## src/rtl/intr_controller.sv

```systemverilog
// intr_controller: synchronised, edge-latched interrupt sources arbitrated into an intr/int_clr/in_service handshake.
// Define INTC_ROUND_ROBIN_EN for round-robin arbitration instead of fixed lowest-index priority.
module intr_controller #(
  parameter int NUM_SRC     = 4,
  parameter int ID_W        = 2,
  parameter int SYNC_STAGES = 2,
  parameter int SVC_TIMEOUT = 15
) (
  input  logic               clk,
  input  logic               rst,
  input  logic [NUM_SRC-1:0] irq_in,
  input  logic [NUM_SRC-1:0] irq_mask,
  input  logic               int_clr,
  input  logic               in_service,
  output logic               intr,
  output logic [ID_W-1:0]    irq_id,
  output logic [NUM_SRC-1:0] pending,
  output logic               busy
);
  localparam int CW = SVC_TIMEOUT > 0 ? $clog2(SVC_TIMEOUT + 1) : 1;
  typedef enum logic [1:0] {IDLE, REQ, SVC_WAIT, SVC} state_t;
  state_t state;
  logic [SYNC_STAGES-1:0][NUM_SRC-1:0] sync;
  logic [NUM_SRC-1:0] prev, edges, req, clr;
  logic [ID_W-1:0] win;
  logic [CW-1:0] cnt, cnt_nxt;
  logic ack;
  assign busy    = state != IDLE;
  assign edges   = sync[SYNC_STAGES-1] & ~prev;
  assign req     = pending & irq_mask;
  assign ack     = state == REQ && int_clr;
  assign clr     = ack ? NUM_SRC'(1) << irq_id : '0;
  assign cnt_nxt = &cnt ? cnt : cnt + CW'(1);
`ifdef INTC_ROUND_ROBIN_EN
  logic [ID_W-1:0] ptr;
  logic [NUM_SRC-1:0] rot;
  // Rotate so the source after the last grant sits at bit 0, then take the lowest set bit.
  assign rot = NUM_SRC'({req, req} >> ((ID_W+1)'(ptr) + (ID_W+1)'(1)));
  always_comb begin
    win = '0;
    for (int k = NUM_SRC - 1; k >= 0; k--) if (rot[k]) win = ID_W'((int'(ptr) + 1 + k) % NUM_SRC);
  end
  always_ff @(posedge clk or negedge rst)
    if (!rst) ptr <= '0;
    else if (ack) ptr <= irq_id;
`else
  always_comb begin
    win = '0;
    for (int k = NUM_SRC - 1; k >= 0; k--) if (req[k]) win = ID_W'(k);
  end
`endif
  // A fresh edge on the source being cleared survives: set wins over clear.
  always_ff @(posedge clk or negedge rst)
    if (!rst) begin
      sync    <= '0;
      prev    <= '0;
      pending <= '0;
      state   <= IDLE;
      intr    <= 1'b0;
      irq_id  <= '0;
      cnt     <= '0;
    end else begin
      sync    <= {sync[SYNC_STAGES-2:0], irq_in};
      prev    <= sync[SYNC_STAGES-1];
      pending <= (pending & ~clr) | edges;
      case (state)
        IDLE: if (!in_service && |req) begin
          irq_id <= win;
          intr   <= 1'b1;
          state  <= REQ;
        end
        REQ: if (int_clr) begin
          intr  <= 1'b0;
          cnt   <= '0;
          state <= SVC_WAIT;
        end
        SVC_WAIT: if (in_service) state <= SVC;
        else begin
          cnt <= cnt_nxt;
          if (SVC_TIMEOUT != 0 && cnt_nxt == CW'(SVC_TIMEOUT)) state <= IDLE;
        end
        default: if (!in_service) state <= IDLE;
      endcase
    end
endmodule
```

## config.mk

```make
export PLATFORM = sky130hd
export DESIGN_NAME = intr_controller
export DESIGN_NICKNAME = d
export VERILOG_FILES = /design/src/rtl/intr_controller.sv
export SDC_FILE = /design/constraint.sdc
export NUM_CORES = 1
export LEC_CHECK = 0
export CAP_MARGIN = 10
export CORE_MARGIN = 2
export CORE_UTILIZATION = 48
export CTS_CLUSTER_SIZE = 24
export DETAILED_ROUTE_END_ITERATION = 12
export GPL_ROUTABILITY_DRIVEN = 0
export PLACE_DENSITY = 0.79
export SLEW_MARGIN = 10
export SYNTH_ARGS = -nofsm -noshare
export SYNTH_HDL_FRONTEND = slang
export SYNTH_SLANG_ARGS = --single-unit
export TNS_END_PERCENT = 50
```

## constraint.sdc

```tcl
create_clock -name clk -period 1.6 [get_ports clk]
set_input_delay 0.32 -clock clk [delete_from_list [all_inputs] [get_ports clk]]
set_output_delay 0.32 -clock clk [all_outputs]
set_load 0.01 [all_outputs]
```

==> flow_summary.json, run 1 <==
{
  "coreArea_sq_um": 1940,
  "cts_root_buffer": "clkbuf_4",
  "worstSetupPathType": "flip-flop to output pin",
  "end_kind": "output pin",
  "drive_above_1_share": 0.150,
  "clkTransAtPathRegs_ns": 0.14,
  "final_nets": 127,
  "cpPeakStageDelay_ns": 0.53,
  "clk_latency_ns": 0.32,
  "async_reset_ff_frac": 1.00,
  "htreeDepth": 1,
  "synthToLayoutAreaGrowth_pct": 31.6,
  "finClkSkew_ns": 0.00427,
  "setup_viol": 0,
  "antennaDiodeCount": 0,
  "cts.path.max_buffers": 2,
  "numCtsBuffers": 3,
  "rows": 16,
  "avgViaCountPerCell": 5.26,
  "crit_path_top_delay_cell": "clkdlybuf4s50_1",
  "finalCriticalPeriod_ns": 1.53,
  "dp_hpwl_um": 1410,
  "wl_um": 1840,
  "ant_nets": 0,
  "die_area_sq_um": 2420,
  "required_ns": 1.28,
  "drt_iter0_drc": 4,
  "hp-class": "primary input to async pin",
  "grt_pass1_wl_um": 3260,
  "grt_setup_unrepaired": "false",
  "yosysTopAreaCell": "dfrtp_1",
  "grt.total_usage": 0.175,
  "syn_area_sq_um": 982,
  "cp_top_family": "buffers and inverters",
  "synth_seq_cells": 25,
  "synth_edf_count": 0,
  "tightest_slew_ns": 0.309,
  "die_x_um": 49.2,
  "ys_seq_area_frac": 0.637,
  "cp_max_fo": 2,
  "yosys.area.top_type_share": 0.637,
  "grt.overflow.total": 0,
  "dr.pass1.iters": 2,
  "io_buffers": 19,
  "final_core_util": 0.666,
  "synth.area.top_cells": "dfrtp_1, nand3_1, nand2_1",
  "synth.most_common_cell": "dfrtp_1",
  "slew_headroom": 0.792,
  "period_share": 0.958,
  "hold_viol": 0,
  "fill_cells": 147,
  "synth_warnings": 0,
  "status": "completed",
  "synthTopCellsByCount": "dfrtp_1, nand2_1, nand3_1",
  "setup_tns_ns": 0,
  "cp-start-kind": "flip-flop",
  "worstPathArrival_ns": 1.21,
  "avgSynthCellArea_sq_um": 12.0,
  "finalMaxSlewViolations": 0,
  "drc": 0,
  "dr_total_vias": 736,
  "fmax_mhz": 652,
  "synthFlopType": "dfrtp_1",
  "cp_num_buf_inv": 1,
  "cts_tree": "built",
  "register_area_sq_um": 626,
  "p_leak_nw": 0.609,
  "clock_sinks": 25,
  "antenna_found_initial": 0,
  "peakVddDrop_mv": 0.835,
  "start_util": 0.506,
  "power.density_nw_per_um2": 1470,
  "top_level_ports": 20,
  "cp_cell_sequence": "clkdlybuf4s50_1",
  "syn-num-nets": 95,
  "die_y_um": 49.2,
  "synth_cells": 82,
  "ctsHoldBuffers": 0,
  "multiInputGateArea_sq_um": 338,
  "grt_max_degree": 26,
  "grt_pass1_vias": 788,
  "yosys.cell_types.count": 27,
  "maxCapViolCount": 0,
  "wl_per_cell_um": 13.2
}
## cell type report
| class | instances | area share |
|---|---|---|
| flip-flops and latches | 25 | 0.484 |
| multi-input cells | 52 | 0.261 |
| repair buffers | 27 | 0.190 |
| well taps | 27 | 0.0261 |
| clock buffers | 3 | 0.0174 |
| inverters | 5 | 0.0145 |
| clock inverters | 1 | 0.00678 |
## power by group
part           total [mW]  internal, mW  switching [mW]
sequential          0.885         0.773           0.112
combinational       0.717         0.385           0.332
clock               0.292         0.102           0.191
## layout by cell type, fill, tap and decap left out, types with 2 or more instances in the layout
| cell type | synthesis | routed |
|---|---|---|
| dfrtp_1 | 25 | 25 |
| clkdlybuf4s50_1 | 0 | 12 |
| nand2_1 | 8 | 8 |
| buf_4 | 0 | 8 |
| nand3_1 | 6 | 6 |
| inv_1 | 5 | 5 |
| o21ai_0 | 5 | 5 |
| a21oi_1 | 5 | 5 |
| dlygate4sd2_1 | 0 | 4 |
| o31ai_1 | 3 | 3 |
| o21ai_1 | 3 | 3 |
| clkbuf_4 | 0 | 3 |
| nand3b_1 | 2 | 2 |
| nor4bb_1 | 2 | 2 |
| nor2b_1 | 2 | 2 |
| dlymetal6s2s_1 | 0 | 2 |
## state kept, by name, indices dropped and copies added, names as in the netlist
register,cells
state,2
prev,4
irq_id,2
intr,1
pending,4
sync,8
cnt,4
## metrics by stage
| step | worst slack (ns) | cells | area, sq um | power [mW] | hold slack [ns] |
|---|---|---|---|---|---|
| after floorplan | 0.225 | 82 | 982 | 1.26 | 0.0244 |
| after global placement | -0.0485 | 134 | 1250 | 1.58 | 0.333 |
| after detailed placement | -0.119 | 134 | 1250 | 1.62 | 0.340 |
| after CTS | 0.00771 | 140 | 1290 | 1.93 | 0.334 |
| after global routing | 0.00949 | 140 | 1290 | 2.04 | 0.351 |
| final | 0.0671 | 140 | 1290 | 1.89 | 0.333 |
## layer usage
metal / share of wire / GRT usage
met1: 0.42 / 0.182
met2: 0.53 / 0.336
met3: 0.036 / 0.0429
met4: 0.014 / 0.0619
met5: 0 / 0
## cells by family (layout without fill, tap and decap cells)
logic type,count (synthesis),after routing,synth area share
adder cells (fa/ha/maj),1,1,0.0127
AO/OA/AOI/OAI,20,20,0.124
buffers and inverters,5,36,0.0191
multiplexers,1,1,0.0153
flip-flops,25,25,0.637
AND/OR/NAND/NOR,30,30,0.192
## final timing paths
check | from | endpoint | slack (ns) | cells after the start
max reg2reg | cnt[0] | state[1] | 0.12 | 5
max in group asynchronous | rst | sync[2] | 1.03 | 2
min | rst | sync[1] | 0.33 | 2
max | intr | intr | 0.07 | 1
min reg2reg | sync[2] | sync[6] | 0.37 | 0
min in group clk | sync[2] | sync[6] | 0.37 | 0
## repair_timing
item / in CTS / in global routing
pin swaps: 0 / 0
buffers inserted: 2 / 0
hold endpoints to repair: 0 / 0
endpoints found under the setup margin: 7 / 3
resized for setup: 6 / 3
Power figures use the tool's default switching activity.
==> run 2: changes to the inputs <==
- CORE_MARGIN: 2 -> 3
==> flow_summary.json, run 2 (synthesized netlist as in run 1, its figures left out) <==
{
  "reg2reg_slack_ns": 0.09,
  "largest_reg_flops": 8,
  "grt_pass1_vias": 725,
  "coreArea_sq_um": 1820,
  "reg2reg_from": "cnt[0]",
  "p_total_mw": 1.93,
  "cts.path.max_buffers": 2,
  "fmax_mhz": 645,
  "clockPowerShare": 0.144,
  "final_cell_mix": "dfrtp_1, clkdlybuf4s50_1, buf_4",
  "status": "completed",
  "worstPathArrival_ns": 1.23,
  "antenna_found_initial": 0,
  "grt.total_usage": 0.162,
  "finalCriticalPeriod_ns": 1.55,
  "final_common_cell": "dfrtp_1",
  "finClkSkew_ns": 0.00169,
  "fin_hold_ws_ns": 0.337,
  "dr_total_vias": 740,
  "dp_hpwl_um": 1290,
  "setup_viol": 0,
  "top_level_ports": 20,
  "layout.cells.non_filler": 141,
  "final_nets": 130,
  "seqPwrFrac": 0.467,
  "design_area_sq_um": 1320,
  "wl_um": 1840,
  "cp_top_family": "buffers and inverters",
  "io_buffers": 19,
  "hp-class": "primary input to async pin",
  "drc": 0,
  "power.density_nw_per_um2": 1460,
  "cts_root_buffer": "clkbuf_4",
  "numCtsBuffers": 3,
  "end_kind": "output pin",
  "avgViaCountPerCell": 5.25,
  "finalMaxSlewViolations": 0,
  "cp-start-kind": "flip-flop",
  "postPlaceCellArea_sq_um": 1260,
  "drive_above_1_share": 0.190,
  "cp_cell_sequence": "clkdlybuf4s50_1",
  "required_ns": 1.28,
  "grt_pass1_wl_um": 3110,
  "placed_cells": 134,
  "rr_worst_depth": 5,
  "wl_per_cell_um": 13.0,
  "p_leak_nw": 0.598,
  "grt.overflow.total": 0,
  "tightest_slew_ns": 0.296,
  "cts_tree": "built",
  "grt_max_degree": 26,
  "clk_latency_ns": 0.31,
  "slew_headroom": 0.803,
  "ant_nets": 0,
  "cp_num_buf_inv": 1,
  "intPower_mw": 1.29,
  "peakVddDrop_mv": 0.821,
  "start_util": 0.540,
  "dr.pass1.iters": 4,
  "largest-register": "sync",
  "p_sw_mw": 0.636,
  "synthToLayoutAreaGrowth_pct": 34.1,
  "maxCapViolCount": 0,
  "antennaDiodeCount": 0,
  "die_area_sq_um": 2630,
  "setup_tns_ns": 0,
  "reg2reg_to": "state[1]",
  "cpPeakStageDelay_ns": 0.54,
  "final_core_util": 0.724,
  "ctsHoldBuffers": 0,
  "clock_sinks": 25,
  "crit_path_top_delay_cell": "clkdlybuf4s50_1",
  "drt_iter0_drc": 14,
  "die_x_um": 51.2,
  "htreeDepth": 1,
  "dp_slack_ns": -0.0925,
  "clkTransAtPathRegs_ns": 0.13,
  "worstSetupPathType": "flip-flop to output pin",
  "fin_ws_ns": 0.0488,
  "fill_cells": 137,
  "period_share": 0.969,
  "cp_max_fo": 2,
  "rows": 15,
  "register_area_sq_um": 627,
  "multiInputGateArea_sq_um": 344,
  "die_y_um": 51.2,
  "hold_viol": 0,
  "grt_setup_unrepaired": "true",
  "comb_power_share": 0.389,
  "swShare": 0.330
}
==> run 2: changes by cell type in the layout (fill, tap and decap cells not counted), sizes merged <==
cell           before  now
clkinvlp            0    1
dlygate4sd2         4    3
inv                 6    5
dlymetal6s2s        2    1
buf                 8   11
clkdlybuf4s50      12   14
==> run 2: routing by layer <==
| metal | vias up | GRT usage | part of all wire |
|---|---|---|---|
| li1 | 364 | - | - |
| met1 | 350 | 0.195 | 0.44 |
| met2 | 22 | 0.277 | 0.49 |
| met3 | 4 | 0.0408 | 0.058 |
| met4 | 0 | 0.0655 | 0.014 |
| met5 | - | 0 | 0 |
==> run 2: repair_timing <==
item / in CTS / in global routing
endpoints found under the setup margin: 6 / 3
setup buffers: 3 / 0
resized for setup: 5 / 4
==> run 2: final cells by class <==
class	count	share of cell area
Clock inverter	1	0.00570
Sequential cell	25	0.476
Inverter	5	0.0142
Clock buffer	3	0.0171
Timing Repair Buffer	30	0.202
Multi-Input combinational cell	52	0.261
Tap cell	25	0.0237
==> run 2: power groups by stage <==
stage,Combinational [mW],Sequential [mW],Clock [mW]
6_report,0.750,0.899,0.277
3_5_place_dp,0.680,0.929,0
4_1_cts,0.750,0.883,0.293
5_1_grt,0.829,0.921,0.320
2_1_floorplan,0.315,0.941,0
3_3_place_gp,0.658,0.920,0
==> run 2: how the worst max path moves through the flow <==
stage                     slack, ns         end  cells past startpoint         from
after global placement        -0.05   irq_id[0]                      4   in_service
after floorplan                0.22   irq_id[0]                      3     state[0]
after detailed placement      -0.09   irq_id[0]                      5  irq_mask[0]
final                          0.05        intr                      1         intr
after CTS                     0.002  pending[0]                      1   pending[0]
after global routing          -0.01    state[1]                      5       cnt[0]
